===== config.mk =====
export PLATFORM = sky130hd
export DESIGN_NAME = instr_fetch
export DESIGN_NICKNAME = d
export VERILOG_FILES = /design/src/rtl/instr_fetch.sv
export SDC_FILE = /design/constraint.sdc
export NUM_CORES = 1
export LEC_CHECK = 0
export CORE_MARGIN = 5
export CORE_UTILIZATION = 40
export DETAILED_ROUTE_END_ITERATION = 8
export PLACE_DENSITY = 0.74
export SLEW_MARGIN = 5
export SYNTH_ARGS = -nofsm -noshare
export SYNTH_HDL_FRONTEND = slang
export SYNTH_SLANG_ARGS = --single-unit
export TNS_END_PERCENT = 100

===== constraint.sdc =====
create_clock -name CLK_50 -period 4.58 [get_ports CLK_50]
set_input_delay 0.687 -clock CLK_50 [delete_from_list [all_inputs] [get_ports CLK_50]]
set_output_delay 0.687 -clock CLK_50 [all_outputs]
set_load 0.02 [all_outputs]

===== src/rtl/instr_fetch.sv =====
// instr_fetch: sequential instruction fetch with a 2-deep {data, pc} buffer.
// Redirects (jump_valid/jump_addr) are honoured only when INSTR_FETCH_JUMP_EN is defined.
module instr_fetch #(
    parameter int DATA_W = 8,
    parameter int ADDR_W = 4
) (
    input  logic              CLK_50,
    input  logic              RST,
    output logic              mem_rd,
    output logic [ADDR_W-1:0] mem_addr,
    input  logic [DATA_W-1:0] mem_data,
    input  logic              jump_valid,
    input  logic [ADDR_W-1:0] jump_addr,
    input  logic              halt,
    output logic              instr_valid,
    input  logic              instr_ready,
    output logic [DATA_W-1:0] instr_data,
    output logic [ADDR_W-1:0] instr_pc
);
    logic [ADDR_W-1:0] pc, issue_pc, pc0, pc1, jmp_addr;
    logic [DATA_W-1:0] d0, d1;
    logic [1:0]        cnt;
    logic              inflight, kill, jmp, pop, push, push_head;

`ifdef INSTR_FETCH_JUMP_EN
    assign jmp      = jump_valid;
    assign jmp_addr = jump_addr;
`else
    logic unused_jump;
    assign jmp         = 1'b0;
    assign jmp_addr    = '0;
    assign unused_jump = ^{jump_valid, jump_addr};
`endif

    assign pop         = instr_valid & instr_ready;
    assign push        = inflight & ~kill & ~jmp;
    assign push_head   = (cnt == 2'd0) | ((cnt == 2'd1) & pop);
    // A slot freed by this cycle's transfer counts as free, keeping one word per cycle
    assign mem_rd      = ~RST & ~halt & ~jmp &
                         (({1'b0, cnt} + {2'b0, inflight}) < (3'd2 + {2'b0, pop}));
    assign mem_addr    = pc;
    assign instr_valid = cnt != 2'd0;
    assign instr_data  = d0;
    assign instr_pc    = pc0;

    always_ff @(posedge CLK_50) begin
        if (RST) begin
            pc       <= '0;
            issue_pc <= '0;
            inflight <= 1'b0;
            kill     <= 1'b0;
            cnt      <= 2'd0;
            d0       <= '0;
            d1       <= '0;
            pc0      <= '0;
            pc1      <= '0;
        end else begin
            pc       <= jmp ? jmp_addr : (mem_rd ? pc + ADDR_W'(1) : pc);
            inflight <= mem_rd;
            // The word returning on a redirect edge is dropped by the flush; kill covers any read outstanding past it
            kill     <= inflight ? 1'b0 : (kill | (jmp & mem_rd));
            if (mem_rd)
                issue_pc <= pc;
            cnt      <= jmp ? 2'd0 : 2'(cnt + {1'b0, push} - {1'b0, pop});
            if (!jmp) begin
                if (pop) begin
                    d0  <= d1;
                    pc0 <= pc1;
                end
                if (push && push_head) begin
                    d0  <= mem_data;
                    pc0 <= issue_pc;
                end else if (push) begin
                    d1  <= mem_data;
                    pc1 <= issue_pc;
                end
            end
        end
    end
endmodule


==> results.md, run 1 <==
- Buffers placed on the I/O ports in this run total 29.
- The slowest stage of the critical path is the sky130_fd_sc_hd__clkdlybuf4s50_1 cell.
- For this block, the routed nets add up to 2890 um of wire.
- The repair_antennas step left the layout with diodes totalling 0.
- By area the synthesized netlist is led by sky130_fd_sc_hd__dfxtp_1 (46%), sky130_fd_sc_hd__mux2i_1 (13%), sky130_fd_sc_hd__nor2_1 (7.2%), sky130_fd_sc_hd__a311oi_1 (6.9%), sky130_fd_sc_hd__nand2_1 (6.2%).
- The number of warnings printed during yosys synthesis is 0.
- The number of nets in the finished design is 215.
- The average wire length per cell after detail routing is 11.9 um.
- The setup path with the least slack is of type in -> out.
- Per report_power, the clock group accounts for 21.4% of the total.
- At the worst endpoint, the arrival time is 2620 ps.
- The relative contribution of sequential cells to total power is 40.0%.
- The combinational power share is 38.7%.
- The commonest cells after synthesis are sky130_fd_sc_hd__dfxtp_1 (35), sky130_fd_sc_hd__nor2_1 (29), sky130_fd_sc_hd__nand2_1 (25).
- Of the available clock period, the critical path in the final layout requires 72.1%.
- The measured slew at the worst slew-check pin is 817 ps.
- The number of slew-limit violations in the final report is 0.
- The run finished with clean final reports.
- The clock passes through at most 2 buffers.
- The critical path startpoint category is a primary input.
- The H-tree depth reported by CTS is 2.
- In the routed layout, each cell is associated on average with a via count of 4.87.
- Subtracting the final worst setup slack from the clock period gives 3300 ps.
- With fillers left out, the area of the finished cells amounts to 1920 um2.
- In this design, the critical path's most frequently occurring cell is sky130_fd_sc_hd__clkdlybuf4s50_1.
- Dividing the synthesized area by the synthesized cell count gives 9.13 um2.
- The min-delay analysis places its worst path in the category reg -> reg.
- The share of final-layout standard cells stronger than drive strength 1 is 7.18%.
- The area growth from synthesis to layout is 26.5%.
- The highest attainable clock frequency is 0.303 GHz.
- The number of antenna violations at the first check in global routing is 0.
- The hold violation count in the final report was 0.
- The global placement routability congestion is 0.714.
- The leakage power figure is 0.773 nW.
- The effective utilization at floorplan is 41.4%.
- In this run switching power makes up 35.9% of total power.
- The total power draw is 1.02 mW.
- The worst setup path is captured at an output port.
- The critical path's top delay family is buffers and inverters.
- The critical path buffer and inverter count is 2.
- For the final database, setup skew stands at 5.77 ps.
- Across all layers, the routed design uses 1184 vias.
- The vertical die dimension is 71.5 um.
- The number of clock buffers added by TritonCTS is 5.
- The number of resized instances in the post-cts repair step is 0.
- The sequential area share after synthesis is 46.2%.
- The floorplan step set the die width to 71.5 um.
- Of all flip-flops after synthesis, the portion carrying an async set or reset was 0%.
- The iteration count of the initial detailed-routing pass is 4.
- The number of cell rows is 22.
- The first-pass GRT wire length is 4700 um.
- For this run, the slowest stage of the critical path takes 610 ps.
- By instance count, the leading cell after synthesis is sky130_fd_sc_hd__dfxtp_1.
- Yosys mapped a number of flops with a built-in enable equal to 0.
- The post-route antenna net violation count is 0.
- Clock-pin slew was measured on the worst setup and hold paths at 70 ps.
- The I/O pin count is 35.
- The buffer count from post-CTS setup fixing is 0.
- Counting every net in the synthesized netlist gives 187.
- The number of violations reported at the end of detailed-routing iteration 0 is 66.
- Of all nets on the critical path, the largest fanout is 6.
- The number of global-route vias before repair was 1061.
- Synthesis produced 166 cells.
- The dominant cell type by area after synthesis is sky130_fd_sc_hd__dfxtp_1.
- The final sum of negative setup slack is 0 ps.
- The total number of clock tree sinks is 35.
- The total grt overflow is 0.
- The signal on the critical path passes through clkdlybuf4s50_1 > o21ai_2 > o21a_1 > nand2b_1 > nor2_1 > clkdlybuf4s50_1.
- The synthesized cell area is 1520 um2.
- The floorplan step defined a die boundary enclosing 5120 um2.
- IR analysis of the VDD net gives a maximum drop of 0.196 mV.
- In the routed design, unresolved DRC markers number 0.
- The internal power of the cells totals 0.653 mW.
- Entering global routing, the biggest net connects 41 pins.
- Setup violations remaining at the end of the flow were counted as 0.
- In this run the cell area measured after placement is 1830 um2.
- The power per standard cell area is 531 nW/um2.
- The global routing usage summed across all routing layers is 11.9%.
- Setup repair after global routing left no endpoint under its margin.
- The estimated wirelength of the detail-placed design is 1850 um.
- For this design, the CTS-stage hold fixing added 0 buffers.
- The portion of synthesized cell area occupied by the leading cell type is 46.2%.
- The net switching component of the power is 0.366 mW.
- The CTS tree is built.
- The required time of the worst setup path is 3890 ps.
- The cell at the root of the clock tree is sky130_fd_sc_hd__clkbuf_8.
- Measured against its own limit, the worst slew margin works out to 45.3%.
- Synthesis instantiated 27 different standard cells from the library.
- The source-to-sink clock delay at the later pin of the worst-skew pair is 280 ps.
- Max-cap violations in this run came to 0.
- The area inside the core boundary is 3660 um2.
- Among all flip-flop cells after synthesis, the most frequent one is sky130_fd_sc_hd__dfxtp_1.
- Synthesis inferred 35 register bits.
==> flip-flops by register name, summed over array words and instances, names as in the netlist <==
| name | cells |
|---|---|
| instr_data | 8 |
| mem_addr | 4 |
| pc1 | 4 |
| d1 | 8 |
| issue_pc | 4 |
| cnt | 2 |
| inflight | 1 |
| instr_pc | 4 |
==> cell type report <==
type                       count  area (um2)
clock inverter                 2        12.5
multi-input combinational    120         762
fill                         358        1740
clock buffer                   6        72.6
tap                           48        60.1
sequential                    35         701
timing repair buffer          31         305
inverter                       1        3.75
==> layer usage <==
layer  wire length [um]  part of all wire (%)  GRT usage, %
met2               1340                    46          18.5
met3                134                   4.6          4.49
met1               1350                    47          14.3
met4                 64                   2.2          6.26
met5                  0                     0             0
==> tightest hold or removal path, delay by kind of cell (launching register included) <==
family,cells,cell delay (ps)
AOI/OAI and AO/OA,1,70
DFF,1,310
and+or+nand+nor,1,50
==> through the flow <==
stage	setup slack (ps)	hold WS [ps]	utilization (%)	cells
CTS	1260	481	52.4	243
floorplan	2340	454	-	166
global route	1140	497	52.4	243
detailed placement	1280	470	50.0	235
global placement	1270	464	50.0	235
finish	1280	478	52.4	243
==> power groups by stage <==
stage	registers [mW]	logic (mW)	clock network, mW
6_report	0.407	0.394	0.218
3_5_place_dp	0.415	0.398	0
5_1_grt	0.416	0.434	0.237
2_1_floorplan	0.462	0.211	0
4_1_cts	0.408	0.400	0.222
3_3_place_gp	0.414	0.394	0
==> layout by cell type, fill, tap and decap left out, types with 4 or more instances in the layout <==
master | netlist | final
sky130_fd_sc_hd__ha_1 | 4 | 4
sky130_fd_sc_hd__mux2i_1 | 19 | 19
sky130_fd_sc_hd__nand2_1 | 25 | 25
sky130_fd_sc_hd__dfxtp_1 | 35 | 35
sky130_fd_sc_hd__clkbuf_8 | 0 | 5
sky130_fd_sc_hd__nor2_1 | 29 | 29
sky130_fd_sc_hd__clkdlybuf4s50_1 | 0 | 29
sky130_fd_sc_hd__a311oi_1 | 12 | 12
sky130_fd_sc_hd__nand2b_1 | 11 | 11
==> path summary, 6_finish.rpt <==
kind | start | to | slack (ps) | depth (start not counted)
worst max register to register | inflight | instr_data[1] | 2790 | 4
worst min register to register | d1[5] | instr_data[5] | 480 | 2
worst min-delay path | d1[5] | instr_data[5] | 480 | 2
worst max-delay path | instr_ready | mem_rd | 1280 | 6
==> kinds of logic after synthesis <==
kind of cell / count (synthesis) / synth area share (%)
AND/OR/NAND/NOR: 76 / 22.9
XOR/XNOR: 2 / 1.16
buffers and inverters: 11 / 3.47
flip-flops: 35 / 46.2
multiplexers: 19 / 12.6
adder cells (fa/ha/maj): 4 / 3.30
AO/OA/AOI/OAI: 19 / 10.4
No activity file was read; power rests on OpenSTA's default activity.
==> run 2: changes to the inputs <==
==> constraint.sdc (replaced) <==
create_clock -name CLK_50 -period 3.44 [get_ports CLK_50]
set_input_delay 0.516 -clock CLK_50 [delete_from_list [all_inputs] [get_ports CLK_50]]
set_output_delay 0.516 -clock CLK_50 [all_outputs]
set_load 0.02 [all_outputs]
==> run 2 against run 1 <==
Final area about the same; highest routed layer unchanged; clock-buffer cell count is 1 lower; first-iteration DRC count is 21% lower; die area is the same; final cell count did not move; core utilization hardly changed; power up 32%.
==> results.md, run 2 (synthesized netlist as in run 1, its figures left out) <==
- Status: finished clean (unchanged).
- The reg2reg setup slack was 1700 ps (was 2790 ps).
- The cell at the root of the clock tree is sky130_fd_sc_hd__clkbuf_8 (unchanged).
- The number of resized instances in the post-cts repair step was 0 (unchanged).
- The critical path class is in -> out (unchanged).
- The power per standard cell area is 704 nW/um2 (was 531 nW/um2).
- The number of buffers inserted by hold repair at cts was 0 (unchanged).
- The number of nets in the finished design is 215 (unchanged).
- The critical path startpoint category is a primary input (unchanged).
- The clock transition at the registers of the reported paths is 70 ps (about the same).
- The number of vias in the routed layout is 1164 (was 1184).
- The first-pass GRT wire length is 5020 um (was 4700 um).
- The horizontal die dimension is 71.5 um (unchanged).
- The smallest setup slack after layout was 456 ps (was 1280 ps).
- The buffer count from post-CTS setup fixing is 0 (unchanged).
- The share of final-layout standard cells stronger than drive strength 1 is 7.69% (was 7.18%).
- The number of I/O port buffers is 29 (unchanged).
- The endpoint of the worst register-to-register path is instr_pc[2] (was instr_data[1]).
- The path category of the worst min-delay check is reg -> reg (unchanged).
- The vertical die dimension was 71.5 um (unchanged).
- The max-slew headroom at the worst pin came to 46.6% (was 45.3%).
- The CTS tree is built (unchanged).
- The depth of the worst register-to-register path came to 4 (unchanged).
- The global placement routability congestion is 0.715 (was 0.714).
- The number of cell rows is 22 (unchanged).
- The terminating pin of the worst hold path is instr_data[4] (was instr_data[5]).
- The largest voltage drop on the vdd net is 0.358 mV (was 0.196 mV).
- The iteration count of the initial detailed-routing pass is 4 (unchanged).
- The highest attainable clock frequency is 0.335 GHz.
- The number of antenna violations at the first check in global routing was 0 (unchanged).
- RSZ-0062 raised after global routing: false (unchanged).
- The max capacitance violation total was 0 (unchanged).
- The source-to-sink clock delay at the later pin of the worst-skew pair is 280 ps (about the same).
- The worst slack on hold paths is 480 ps (was 478 ps).
- The worst hold path startpoint was d1[4] (was d1[5]).
- The effective utilization at floorplan is 41.4% (unchanged).
- The most common cell after layout, fill and taps aside is sky130_fd_sc_hd__dfxtp_1 (unchanged).
- The final critical-path required period is 2980 ps.
- The final sum of negative setup slack was 0 ps (unchanged).
- The arrival time of data at the critical path endpoint is 2470 ps (was 2620 ps).
- The fraction of the cycle the final worst path needs is 86.8%.
- The area overhead of the layout relative to synthesis is 26.4% (was 26.5%).
- The I/O pin count is 35 (unchanged).
- The number of stages on the worst hold path is 2 (unchanged).
- The number of buffers created by CTS came to 5 (unchanged).
- The leakage power figure is 0.780 nW (was 0.773 nW).
- The final count of negative-setup-slack endpoints is 0 (unchanged).
- The measured slew at the worst slew-check pin is 797 ps (was 817 ps).
- The total power draw came to 1.35 mW (was 1.02 mW).
- The number of antenna diodes came to 0 (unchanged).
- The number of slew-limit violations in the final report came to 0 (unchanged).
- The routed wire length came to 2850 um (was 2890 um).
- The total grt overflow is 0 (unchanged).
- The worst clock skew on the final layout came to 1.25 ps (was 5.77 ps).
- The average wire length per cell after detail routing was 11.7 um (was 11.9 um).
- The post-route antenna net violation count came to 0 (unchanged).
- The total number of clock tree sinks was 35 (unchanged).
- The mean number of vias per cell is 4.79 (was 4.87).
- The estimated wirelength of the detail-placed design is 1920 um (was 1850 um).
- The startpoint of the most critical setup path is instr_ready (unchanged).
- The maximum fanout encountered on the critical timing path came to 6 (unchanged).
- The number of violations reported at the end of detailed-routing iteration 0 is 52 (was 66).
- The worst setup timing slack at the placement stage is 459 ps (was 1280 ps).
- The count of fill cells added during filler insertion is 348 (was 358).
- The H-tree depth reported by CTS is 2 (unchanged).
- The die area is 5120 um2 (unchanged).
- The area inside the core boundary came to 3660 um2 (unchanged).
- The maximum buffer depth of the clock tree came to 2 (unchanged).
- The category of the worst setup path capture point is an output port (unchanged).
- The launch point of the worst reg-to-reg path was inflight (unchanged).
- The global routing usage summed across all routing layers is 12.3% (was 11.9%).
- The number of global-route vias before repair came to 1190 (was 1061).
- The largest net degree at the start of global routing is 40 (was 41).
- The hold violation count in the final report is 0 (unchanged).
- Leading cell types in the layout, fill and taps excluded: sky130_fd_sc_hd__dfxtp_1 (35), sky130_fd_sc_hd__nor2_1 (29), sky130_fd_sc_hd__clkdlybuf4s50_1 (29), sky130_fd_sc_hd__nand2_1 (25), sky130_fd_sc_hd__mux2i_1 (19) (unchanged).
- The required time of the worst setup path is 2920 ps (was 3890 ps).
- The DRC violations left was 0 (unchanged).
[run 2: cell types whose count changed in the layout (fill, tap and decap cells not counted)]
cell and change:
sky130_fd_sc_hd__clkinvlp_4 -1, sky130_fd_sc_hd__clkinv_2 +2, sky130_fd_sc_hd__clkbuf_1 -1
[run 2: through the flow]
step                      cell area [um2]  std cells  utilization [%]
final                                1920        243             52.3
after detailed placement             1830        235             50.0
after CTS                            1920        243             52.3
after global routing                 1920        243             52.3
after floorplan                      1520        166                -
after global placement               1830        235             50.0
[run 2: how the worst max path moves through the flow]
stage | endpoint | slack (ps) | depth (start not counted)
2_1_floorplan | mem_rd | 1420 | 6
3_3_place_gp | mem_rd | 460 | 6
3_5_place_dp | mem_rd | 460 | 6
4_1_cts | mem_rd | 440 | 6
5_1_grt | mem_rd | 330 | 6
6_report | mem_rd | 460 | 6
[run 2: per-layer routing]
metal  vias up  share of wire, %  track usage [%]
met3         5               4.5             3.79
met5         -                 0                0
met2        28                47             19.3
met1       509                47             15.1
li1        622                 -                -
met4         0               1.8             6.47
[run 2: layout make-up]
class | instances | area, um2 | area share [%]
Clock buffer | 5 | 68.8 | 3.59
Timing Repair Buffer | 31 | 305 | 15.9
Sequential cell | 35 | 701 | 36.6
Inverter | 1 | 3.75 | 0.196
Tap cell | 48 | 60.1 | 3.14
Clock inverter | 3 | 15.0 | 0.784
Multi-Input combinational cell | 120 | 762 | 39.8
[run 2: critical path, cell delays in order]
cell	delay [ps]
sky130_fd_sc_hd__clkdlybuf4s50_1	530
sky130_fd_sc_hd__o21ai_2	120
sky130_fd_sc_hd__o21a_1	230
sky130_fd_sc_hd__nand2b_1	280
sky130_fd_sc_hd__nor2_1	160
sky130_fd_sc_hd__clkdlybuf4s50_1	620
[run 2: where the power goes]
group          switching, mW  total, mW  internal (mW)
combinational          0.281      0.523          0.243
clock                  0.143      0.282          0.138
sequential            0.0580      0.544          0.486
total                  0.482       1.35          0.867
